==> src/rtl/vmem_seq_if.sv <==
// Bank-side bus of the vector load/store sequencer.
// master: the sequencer (drives start/rw/addr/din); slave: the memory bank.
interface vmem_seq_if #(
  parameter int unsigned DW = 32,
  parameter int unsigned AW = 6
);
  logic          bank_start;
  logic          bank_rw;
  logic [AW-1:0] bank_addr;
  logic [DW-1:0] bank_din;
  logic [DW-1:0] bank_dout;
  logic          bank_ready;
  logic          bank_done;

  modport master (
    output bank_start, bank_rw, bank_addr, bank_din,
    input  bank_dout, bank_ready, bank_done
  );

  modport slave (
    input  bank_start, bank_rw, bank_addr, bank_din,
    output bank_dout, bank_ready, bank_done
  );
endinterface

==> src/rtl/vmem_seq.sv <==
// Strided vector load/store sequencer in front of a single memory bank.
// One command (base, stride, vl) is expanded into vl bank accesses, strictly in
// element order with at most one access outstanding. Stores scatter the latched
// operand; loads gather into vout.
// Optional build macro VMEM_TIMEOUT_EN adds a per-element watchdog that aborts a
// stalled command and raises a sticky err flag.
module vmem_seq #(
  parameter int unsigned VLMAX = 8,
  parameter int unsigned DW    = 32,
  parameter int unsigned AW    = 6,
  parameter int unsigned VLW   = 4,
  parameter int unsigned TMO   = 16
) (
  input  logic                clk,
  input  logic                reset,
  input  logic                cmd_valid,
  output logic                cmd_ready,
  input  logic                cmd_rw,
  input  logic [AW-1:0]       cmd_base,
  input  logic [AW-1:0]       cmd_stride,
  input  logic [VLW-1:0]      cmd_vl,
  input  logic [VLMAX*DW-1:0] vin,
  output logic [VLMAX*DW-1:0] vout,
  output logic                seq_done,
  output logic                busy,
  output logic                err,
  vmem_seq_if.master          bank
);

  // Parameter sanity: cmd_vl must be able to hold VLMAX, watchdog limit non-zero.
  if (VLMAX == 0 || VLMAX >= (1 << VLW) || TMO == 0) begin : g_bad_params
    $error("vmem_seq: inconsistent parameters");
  end

  localparam logic [VLW-1:0] VlMax = VLW'(VLMAX);

  typedef enum logic [1:0] {StIdle, StIssue, StWait, StFinish} state_e;

  state_e                state_q, state_d;
  logic                  rw_q, rw_d;
  logic [AW-1:0]         addr_q, addr_d;
  logic [AW-1:0]         stride_q, stride_d;
  logic [VLW-1:0]        vl_q, vl_d;
  logic [VLW-1:0]        idx_q, idx_d;
  logic [VLMAX*DW-1:0]   vin_q, vin_d;
  logic [VLMAX*DW-1:0]   vout_q, vout_d;
  logic                  cmd_ready_q, cmd_ready_d;
  logic                  seq_done_q, seq_done_d;
  logic                  busy_q, busy_d;
  logic                  bank_start_q, bank_start_d;
  logic                  bank_rw_q, bank_rw_d;
  logic [AW-1:0]         bank_addr_q, bank_addr_d;
  logic [DW-1:0]         bank_din_q, bank_din_d;

  logic [VLW-1:0]        vl_clamped;
  logic [VLW-1:0]        idx_next;
  logic [DW-1:0]         vin_elem;

`ifdef VMEM_TIMEOUT_EN
  localparam int unsigned TcW = $clog2(TMO + 1);
  logic [TcW-1:0]        tmo_q, tmo_d;
  logic                  err_q, err_d;
`endif

  assign vl_clamped = (cmd_vl > VlMax) ? VlMax : cmd_vl;
  assign idx_next   = idx_q + VLW'(1);

  // Select store operand element idx_q.
  always_comb begin
    vin_elem = '0;
    for (int e = 0; e < VLMAX; e++) begin
      if (idx_q == VLW'(e)) vin_elem = vin_q[e*DW +: DW];
    end
  end

  // Next-state and registered-output logic of the sequencer FSM.
  always_comb begin
    state_d      = state_q;
    rw_d         = rw_q;
    addr_d       = addr_q;
    stride_d     = stride_q;
    vl_d         = vl_q;
    idx_d        = idx_q;
    vin_d        = vin_q;
    vout_d       = vout_q;
    cmd_ready_d  = cmd_ready_q;
    seq_done_d   = 1'b0;
    busy_d       = busy_q;
    bank_start_d = 1'b0;
    bank_rw_d    = bank_rw_q;
    bank_addr_d  = bank_addr_q;
    bank_din_d   = bank_din_q;
`ifdef VMEM_TIMEOUT_EN
    tmo_d        = tmo_q;
    err_d        = err_q;
`endif

    case (state_q)
      StIdle: begin
        // cmd_ready rises one cycle after the seq_done pulse.
        cmd_ready_d = 1'b1;
        if (cmd_valid && cmd_ready_q) begin
          rw_d        = cmd_rw;
          addr_d      = cmd_base;
          stride_d    = cmd_stride;
          vl_d        = vl_clamped;
          vin_d       = vin;
          idx_d       = '0;
          cmd_ready_d = 1'b0;
          busy_d      = 1'b1;
          state_d     = (vl_clamped == '0) ? StFinish : StIssue;
        end
      end

      StIssue: begin
        if (bank.bank_ready) begin
          bank_start_d = 1'b1;
          bank_rw_d    = rw_q;
          bank_addr_d  = addr_q;
          if (rw_q) bank_din_d = vin_elem;
`ifdef VMEM_TIMEOUT_EN
          tmo_d        = '0;
`endif
          state_d      = StWait;
        end
      end

      StWait: begin
        // bank_ready is deliberately ignored: it stays high one cycle after start.
        if (bank.bank_done) begin
          if (!rw_q) begin
            for (int e = 0; e < VLMAX; e++) begin
              if (idx_q == VLW'(e)) vout_d[e*DW +: DW] = bank.bank_dout;
            end
          end
          idx_d   = idx_next;
          addr_d  = addr_q + stride_q;
          state_d = (idx_next == vl_q) ? StFinish : StIssue;
        end
`ifdef VMEM_TIMEOUT_EN
        else if (tmo_q == TcW'(TMO - 1)) begin
          // Abort: remaining elements are skipped, gathered elements are kept.
          err_d      = 1'b1;
          seq_done_d = 1'b1;
          busy_d     = 1'b0;
          state_d    = StIdle;
        end else begin
          tmo_d = tmo_q + TcW'(1);
        end
`endif
      end

      StFinish: begin
        seq_done_d = 1'b1;
        busy_d     = 1'b0;
        state_d    = StIdle;
      end

      default: state_d = StIdle;
    endcase
  end

  // State and output registers, synchronous reset.
  always_ff @(posedge clk) begin
    if (reset) begin
      state_q      <= StIdle;
      rw_q         <= 1'b0;
      addr_q       <= '0;
      stride_q     <= '0;
      vl_q         <= '0;
      idx_q        <= '0;
      vin_q        <= '0;
      vout_q       <= '0;
      cmd_ready_q  <= 1'b1;
      seq_done_q   <= 1'b0;
      busy_q       <= 1'b0;
      bank_start_q <= 1'b0;
      bank_rw_q    <= 1'b0;
      bank_addr_q  <= '0;
      bank_din_q   <= '0;
`ifdef VMEM_TIMEOUT_EN
      tmo_q        <= '0;
      err_q        <= 1'b0;
`endif
    end else begin
      state_q      <= state_d;
      rw_q         <= rw_d;
      addr_q       <= addr_d;
      stride_q     <= stride_d;
      vl_q         <= vl_d;
      idx_q        <= idx_d;
      vin_q        <= vin_d;
      vout_q       <= vout_d;
      cmd_ready_q  <= cmd_ready_d;
      seq_done_q   <= seq_done_d;
      busy_q       <= busy_d;
      bank_start_q <= bank_start_d;
      bank_rw_q    <= bank_rw_d;
      bank_addr_q  <= bank_addr_d;
      bank_din_q   <= bank_din_d;
`ifdef VMEM_TIMEOUT_EN
      tmo_q        <= tmo_d;
      err_q        <= err_d;
`endif
    end
  end

  assign cmd_ready       = cmd_ready_q;
  assign seq_done        = seq_done_q;
  assign busy            = busy_q;
  assign vout            = vout_q;
  assign bank.bank_start = bank_start_q;
  assign bank.bank_rw    = bank_rw_q;
  assign bank.bank_addr  = bank_addr_q;
  assign bank.bank_din   = bank_din_q;

`ifdef VMEM_TIMEOUT_EN
  assign err = err_q;
`else
  assign err = 1'b0;
`endif

endmodule

==> src/flat_wrapper.sv <==
// flat-port wrapper written by rule: the top's interface ports become plain ports
module vmem_seq_flat 
#(
  parameter int unsigned VLMAX = 8,
  parameter int unsigned DW    = 32,
  parameter int unsigned AW    = 6,
  parameter int unsigned VLW   = 4,
  parameter int unsigned TMO   = 16
)
  (clk, reset, cmd_valid, cmd_ready, cmd_rw, cmd_base, cmd_stride, cmd_vl, vin, vout, seq_done, busy, err, bank_bank_start, bank_bank_rw, bank_bank_addr, bank_bank_din, bank_bank_dout, bank_bank_ready, bank_bank_done);
  vmem_seq_if #(.DW(DW), .AW(AW)) bank_i ();
  input  logic clk;
  input  logic reset;
  input  logic cmd_valid;
  output logic cmd_ready;
  input  logic cmd_rw;
  input  logic [AW-1:0] cmd_base;
  input  logic [AW-1:0] cmd_stride;
  input  logic [VLW-1:0] cmd_vl;
  input  logic [VLMAX*DW-1:0] vin;
  output logic [VLMAX*DW-1:0] vout;
  output logic seq_done;
  output logic busy;
  output logic err;
  output wire logic [$bits(bank_i.bank_start)-1:0] bank_bank_start;
  output wire logic [$bits(bank_i.bank_rw)-1:0] bank_bank_rw;
  output wire logic [$bits(bank_i.bank_addr)-1:0] bank_bank_addr;
  output wire logic [$bits(bank_i.bank_din)-1:0] bank_bank_din;
  input wire logic [$bits(bank_i.bank_dout)-1:0] bank_bank_dout;
  input wire logic [$bits(bank_i.bank_ready)-1:0] bank_bank_ready;
  input wire logic [$bits(bank_i.bank_done)-1:0] bank_bank_done;
  assign bank_bank_start = bank_i.bank_start;
  assign bank_bank_rw = bank_i.bank_rw;
  assign bank_bank_addr = bank_i.bank_addr;
  assign bank_bank_din = bank_i.bank_din;
  assign bank_i.bank_dout = bank_bank_dout;
  assign bank_i.bank_ready = bank_bank_ready;
  assign bank_i.bank_done = bank_bank_done;
  vmem_seq #(.VLMAX(VLMAX), .DW(DW), .AW(AW), .VLW(VLW), .TMO(TMO)) u_core (.clk(clk), .reset(reset), .cmd_valid(cmd_valid), .cmd_ready(cmd_ready), .cmd_rw(cmd_rw), .cmd_base(cmd_base), .cmd_stride(cmd_stride), .cmd_vl(cmd_vl), .vin(vin), .vout(vout), .seq_done(seq_done), .busy(busy), .err(err), .bank(bank_i));
endmodule
==> config.mk <==
export PLATFORM = sky130hd
export DESIGN_NAME = vmem_seq_flat
export DESIGN_NICKNAME = d
export VERILOG_FILES = /design/src/rtl/vmem_seq_if.sv /design/src/rtl/vmem_seq.sv /design/src/flat_wrapper.sv
export SDC_FILE = /design/constraint.sdc
export NUM_CORES = 1
export LEC_CHECK = 0
export ABC_AREA = 1
export BUFFER_PORTS_ARGS = -buffer_cell sky130_fd_sc_hd__buf_4
export CORE_AREA = 2 2 236 238
export CTS_CLUSTER_SIZE = 10
export DETAILED_ROUTE_END_ITERATION = 7
export DIE_AREA = 0 0 238 240
export PLACE_DENSITY = 0.66
export SYNTH_ARGS = -nofsm -noshare
export SYNTH_HDL_FRONTEND = slang
export SYNTH_SLANG_ARGS = --single-unit
==> constraint.sdc <==
create_clock -name clk -period 5.2 [get_ports clk]
set_input_delay 0.52 -clock clk [delete_from_list [all_inputs] [get_ports clk]]
set_output_delay 0.52 -clock clk [all_outputs]
set_load 0.01 [all_outputs]
==> impl_metrics.ini, run 1 <==
[yosys]
syn_inst = 3165
synth.net_count = 3485
ys_seq_elements = 578
ys_seq_area_frac = 0.5048
ys_types = 33
yosys_warnings = 0
avgSynthCellArea_um2 = 7.243
netlist_area_um2 = 22920

[floorplan]
start_util = 0.4194
die_h_um = 240
rows = 86
die-area_um2 = 57120
core_area_um2 = 54660
die_w_um = 238
pin_count = 610

[cells_and_area]
stdcell_area_um2 = 29530
post-route-util = 0.5403
final_net_count = 3954
layout_common_cells = 920 x nor2_1, 626 x buf_4, 578 x dfxtp_1
syn2layout_area_growth_pct = 28.84
drive_above_1_share = 0.2054
layout_commonest_cell = nor2_1
num-fill-cells = 5441

[sta]
fmax_ghz = 0.2574
drv_slew = 0
hold_slack_ns = 0.1408
worstMarginPinSlew_ns = 1.102
max_slew_margin = 0.2628
setup_ws_ns = 1.315
clock_skew_ns = 0.01615
fin_setup_tns_ns = 0
min_period_over_period = 0.7470
grt_setup_unrepaired = false
min_period_ns = 3.885
finalSetupViolations = 0
finalHoldViolCount = 0

[setup_path]
cp_top_family = buffers and inverters
arrival_ns = 4.37
cp-end-kind = register
crit_required_ns = 5.68
crit_type = reg -> reg
cp_cell_sequence = ha_1 > buf_4 > inv_1 > nor2_2 > buf_4 > inv_2 > nor2_4 > inv_2 > nor2_1 > nor2_1
cp-start-kind = register
critPathMaxFanout = 36
cpPeakStageDelay_ns = 0.68
cp.buffers_inverters = 5
slowest_stage = nor2_4

[detailed_routing]
vias = 22690
drt_wl_total_mm = 88.29
routed_via_density = 5.203
ant_nets = 0
drcViolationCount = 0
drt_iter0_markers = 1872
drt-wirelength-per-cell_um = 20.25
drtPass1Iterations = 6

[clocking]
cts_buffer_depth = 3
cts_resized = 0
clock_sinks = 578
hold_buffers = 0
cts_setup_buffers = 0
clk_latency_ns = 0.60
cts.root.buffer_cell = clkbuf_16
htree_levels = 3
cts_inserted_buffers = 69
clk_pin_slew_ns = 0.06
cts_tree = built

[global_route]
grt_max_degree = 201
grt_pass1_wl_mm = 130.5
antenna_found_initial = 12
grt_overflow_total = 0
grtUsageTotal = 0.2970
grt_pass1_vias = 20860

[placement]
port_buffers = 608
finalWeightedCongestion = 0.8563
place_ws_ns = 1.401
dp_hpwl_mm = 60.27
placed_area_um2 = 27600

[power]
powerDensity_nw_per_um2 = 401.7
peakVddDrop_mv = 0.3809
p_leak_uw = 0.01337

[run_status]
status = complete, no violations

[flow_run]
drv_cap = 0

[min_path]
min_path_type = in -> reg
-- routing by layer --
layer | wire (um) | track usage
met1 | 36290 | 0.3731
met2 | 40270 | 0.4843
met3 | 7780 | 0.08048
met4 | 3849 | 0.1193
met5 | 105 | 0
-- Yosys cell counts --
cell type,count,area [um2]
inv_2,17,63.81
ha_1,9,112.6
a31oi_1,4,25.02
nor2_4,9,101.4
nand4_1,63,394.1
o21bai_1,1,7.510
a21oi_1,183,915.9
nand2_4,1,11.26
xor2_1,5,43.79
o21ai_1,76,380.4
nor2_1,920,3453
dfxtp_1,578,11570
xnor2_1,4,35.03
conb_1,1,3.750
buf_2,62,310.3
buf_1,8,30.03
nand2_1,314,1179
nand2_2,3,18.77
a21o_1,1,7.510
or2_0,1,6.260
nor2_2,4,25.02
nor4_1,1,6.260
clkbuf_1,144,540.5
nand3_1,110,550.5
fa_1,1,20.02
inv_1,146,548.0
a31o_2,1,8.760
or2_2,2,12.51
buf_4,15,112.6
o2111a_1,1,11.26
o21ai_0,476,2382
nor2_8,1,20.02
clkbuf_2,3,15.01
-- cell families after synthesis --
family          share of synthesized area
compound gates                     0.1631
xor+xnor                         0.003438
flops                              0.5048
buf+inv                           0.07068
other cells                     0.0001636
simple gates                       0.2521
fa+ha+maj                        0.005786
-- final timing paths --
path / slack [ns] / to / start / cells past startpoint
min reg2reg: 0.45 / u_core.vin_q[199]$_SDFFE_PP0P_ / u_core.vin_q[199]$_SDFFE_PP0P_ / 2
max reg2reg: 1.32 / u_core.vout[172]$_SDFFE_PP0P_ / u_core.idx_q[0]$_SDFFE_PP0P_ / 10
max: 1.32 / u_core.vout[172]$_SDFFE_PP0P_ / u_core.idx_q[0]$_SDFFE_PP0P_ / 10
min: 0.14 / u_core.vin_q[55]$_SDFFE_PP0P_ / vin[55] / 3
-- stage by stage --
stage / total power, uW / instances
floorplan: 6694 / 3165
global placement: 7562 / 4267
detailed placement: 7588 / 4267
CTS: 11900 / 4355
global route: 12410 / 4355
finish: 11860 / 4360
-- flip-flops by register name, summed over array words and instances, names as in the netlist, 2 cells and up --
| signal | flops |
|---|---|
| u_core.bank.bank_din | 32 |
| u_core.vout | 256 |
| u_core.stride_q | 6 |
| u_core.addr_q | 6 |
| u_core.vl_q | 4 |
| u_core.vin_q | 256 |
| u_core.bank.bank_addr | 6 |
| u_core.idx_q | 4 |
| u_core.state_q | 2 |
-- worst min-delay path: cells and delay by family --
family,cells,cell delay [ns]
simple gates,2,0.11
buf+inv,1,0.08
-- power by group --
part	switching [uW]	leakage [uW]	internal, uW
registers	282	0.00471	5030
clock network	1840	0.000944	2500
logic	1490	0.00771	733
total	3610	0.0134	8260
-- layout make-up --
type                            count  area (um2)  area share
Sequential cell                   578       11570      0.3918
Multi-Input combinational cell   2192        9744      0.3299
Timing Repair Buffer              630        4780      0.1618
Clock buffer                       83        1861     0.06299
Tap cell                          704       880.8     0.02982
Inverter                          163       626.9     0.02122
Clock inverter                      5       58.81    0.001991
Antenna cell                        5       12.51   0.0004236
Note: power is estimated with default switching activity, not from simulation.
==> run 2, diff against run 1 <==
--- a/config.mk
+++ b/config.mk
@@ -7,11 +7,11 @@
 export LEC_CHECK = 0
 export ABC_AREA = 1
 export BUFFER_PORTS_ARGS = -buffer_cell sky130_fd_sc_hd__buf_4
-export CORE_AREA = 2 2 236 238
+export CORE_AREA = 2 2 235 237
 export CTS_CLUSTER_SIZE = 10
 export DETAILED_ROUTE_END_ITERATION = 7
-export DIE_AREA = 0 0 238 240
-export PLACE_DENSITY = 0.66
+export DIE_AREA = 0 0 237 239
+export PLACE_DENSITY = 0.69
 export SYNTH_ARGS = -nofsm -noshare
 export SYNTH_HDL_FRONTEND = slang
 export SYNTH_SLANG_ARGS = --single-unit
==> constraint.sdc (replaced) <==
create_clock -name clk -period 3.4 [get_ports clk]
set_input_delay 0.34 -clock clk [delete_from_list [all_inputs] [get_ports clk]]
set_output_delay 0.34 -clock clk [all_outputs]
set_load 0.01 [all_outputs]
==> impl_metrics.ini, run 2 (same netlist as run 1, synthesis figures left out) <==
[power]
powerDensity_nw_per_um2 = 581.8
p_int_uw = 12820
total_power_uw = 18400
p_leak_uw = 0.01427
pwr-share-comb = 0.199
p_seq_frac = 0.441
peakVddDrop_mv = 0.4188
clkPwrFrac = 0.360
switching_share = 0.3034
switchingPower_uw = 5581

[setup_path]
cpPeakStageDelay_ns = 0.75
timing.critical_path.mode_cell = nand2_1
reg2reg_slack_ns = 0.72
crit_required_ns = 3.90
arrival_ns = 3.19
cp-start-kind = register
crit_type = reg -> reg
cp-end-kind = register
cp.buffers_inverters = 1
cp_top_family = simple AND/OR/NAND/NOR gates
critPathMaxFanout = 34
slowest_stage = inv_2
worst_r2r_path_depth = 9
crit_cells = 9
cp_cell_sequence = ha_1 > nand2_2 > inv_2 > nand2_1 > nand4_1 > nand2_1 > nand2_1 > nand2_1 > a21oi_1

[global_route]
grtUsageTotal = 0.3123
antenna_found_initial = 2
grt_max_degree = 196
grt_pass1_vias = 22480
grt_overflow_total = 0
grt_pass1_wl_mm = 136.8

[sta]
fmax_ghz = 0.3725
grt_setup_unrepaired = false
worstMarginPinSlew_ns = 1.016
min_period_ns = 2.684
max_slew_margin = 0.3230
finalSetupViolations = 0
clock_skew_ns = 0.02465
min_period_over_period = 0.7895
finalHoldViolCount = 0
fin_setup_tns_ns = 0
drv_slew = 0

[clocking]
cts_tree = built
hold_buffers = 193
cts_setup_buffers = 0
htree_levels = 3
clock_sinks = 578
clk_pin_slew_ns = 0.06
clk_latency_ns = 0.60
cts_resized = 0
cts_inserted_buffers = 69
cts.root.buffer_cell = clkbuf_16
cts_buffer_depth = 3

[cells_and_area]
drive_above_1_share = 0.1980
layout_common_cells = 920 x nor2_1, 638 x buf_4, 578 x dfxtp_1
final_net_count = 4162
syn2layout_area_growth_pct = 37.93
layout_commonest_cell = nor2_1

[detailed_routing]
drt_iter0_markers = 2187
routed_via_density = 5.285
ant_nets = 0
drcViolationCount = 0
vias = 24120
drt-wirelength-per-cell_um = 20.00
drtPass1Iterations = 7
drt_wl_total_mm = 91.27

[floorplan]
core_area_um2 = 54340
rows = 86
pin_count = 610
die_w_um = 237
die-area_um2 = 56640
start_util = 0.4219
die_h_um = 239

[flow_run]
drv_cap = 0

[placement]
dp_hpwl_mm = 61.03
finalWeightedCongestion = 0.8562
port_buffers = 608

[min_path]
min_path_cells = 3
min_path_type = in -> reg

[run_status]
status = complete, no violations
-- run 2: final timing paths --
check,endpoint,from
min,u_core.vl_q[1]$_SDFFE_PP0P_,cmd_vl[1]
min reg2reg,u_core.vin_q[198]$_SDFFE_PP0P_,u_core.vin_q[198]$_SDFFE_PP0P_
max,u_core.bank.bank_din[22]$_SDFFE_PP0P_,u_core.idx_q[0]$_SDFFE_PP0P_
max reg2reg,u_core.bank.bank_din[22]$_SDFFE_PP0P_,u_core.idx_q[0]$_SDFFE_PP0P_
-- run 2: worst min-delay path: stages --
cell and delay [ns]:
buf_4 0.12, nand2_1 0.06, a21oi_1 0.05
-- run 2: cell type report --
cell class | count | area, um2
Sequential cell | 578 | 11570
Tap cell | 704 | 880.8
Antenna cell | 1 | 2.502
Timing Repair Buffer | 838 | 6862
Clock buffer | 82 | 1869
Clock inverter | 5 | 62.56
Inverter | 163 | 626.9
Fill cell | 4973 | 22720
Multi-Input combinational cell | 2192 | 9744
-- run 2: metrics by stage --
stage	area (um2)	utilization	std cells	hold slack, ns	worst slack (ns)
5_1_grt	31620	0.5819	4563	0.01853	0.4893
3_5_place_dp	27750	0.5107	4282	0.4385	0.7812
2_1_floorplan	22920	-	3165	0.4245	1.698
4_1_cts	31620	0.5818	4562	0.00001621	0.7576
3_3_place_gp	27750	0.5107	4282	0.4333	0.8331
6_report	31620	0.5819	4563	0.02787	0.7158
-- run 2: power groups by stage --
stage | Sequential [uW] | Combinational [uW] | Clock, uW
after global routing | 8200 | 4060 | 6990
final | 8110 | 3670 | 6620
after global placement | 8210 | 3380 | 0
after detailed placement | 8230 | 3400 | 0
after floorplan | 8160 | 2080 | 0
after CTS | 8100 | 3610 | 6690
-- run 2: per-layer routing --
layer  routed length [um]  vias to the layer above  track usage
li1                     -                    11560            -
met1                37100                    11280       0.3885
met2                42050                     1063       0.5098
met3                 7466                      210      0.07021
met4                 4644                        2       0.1575
met5                   15                        -            0
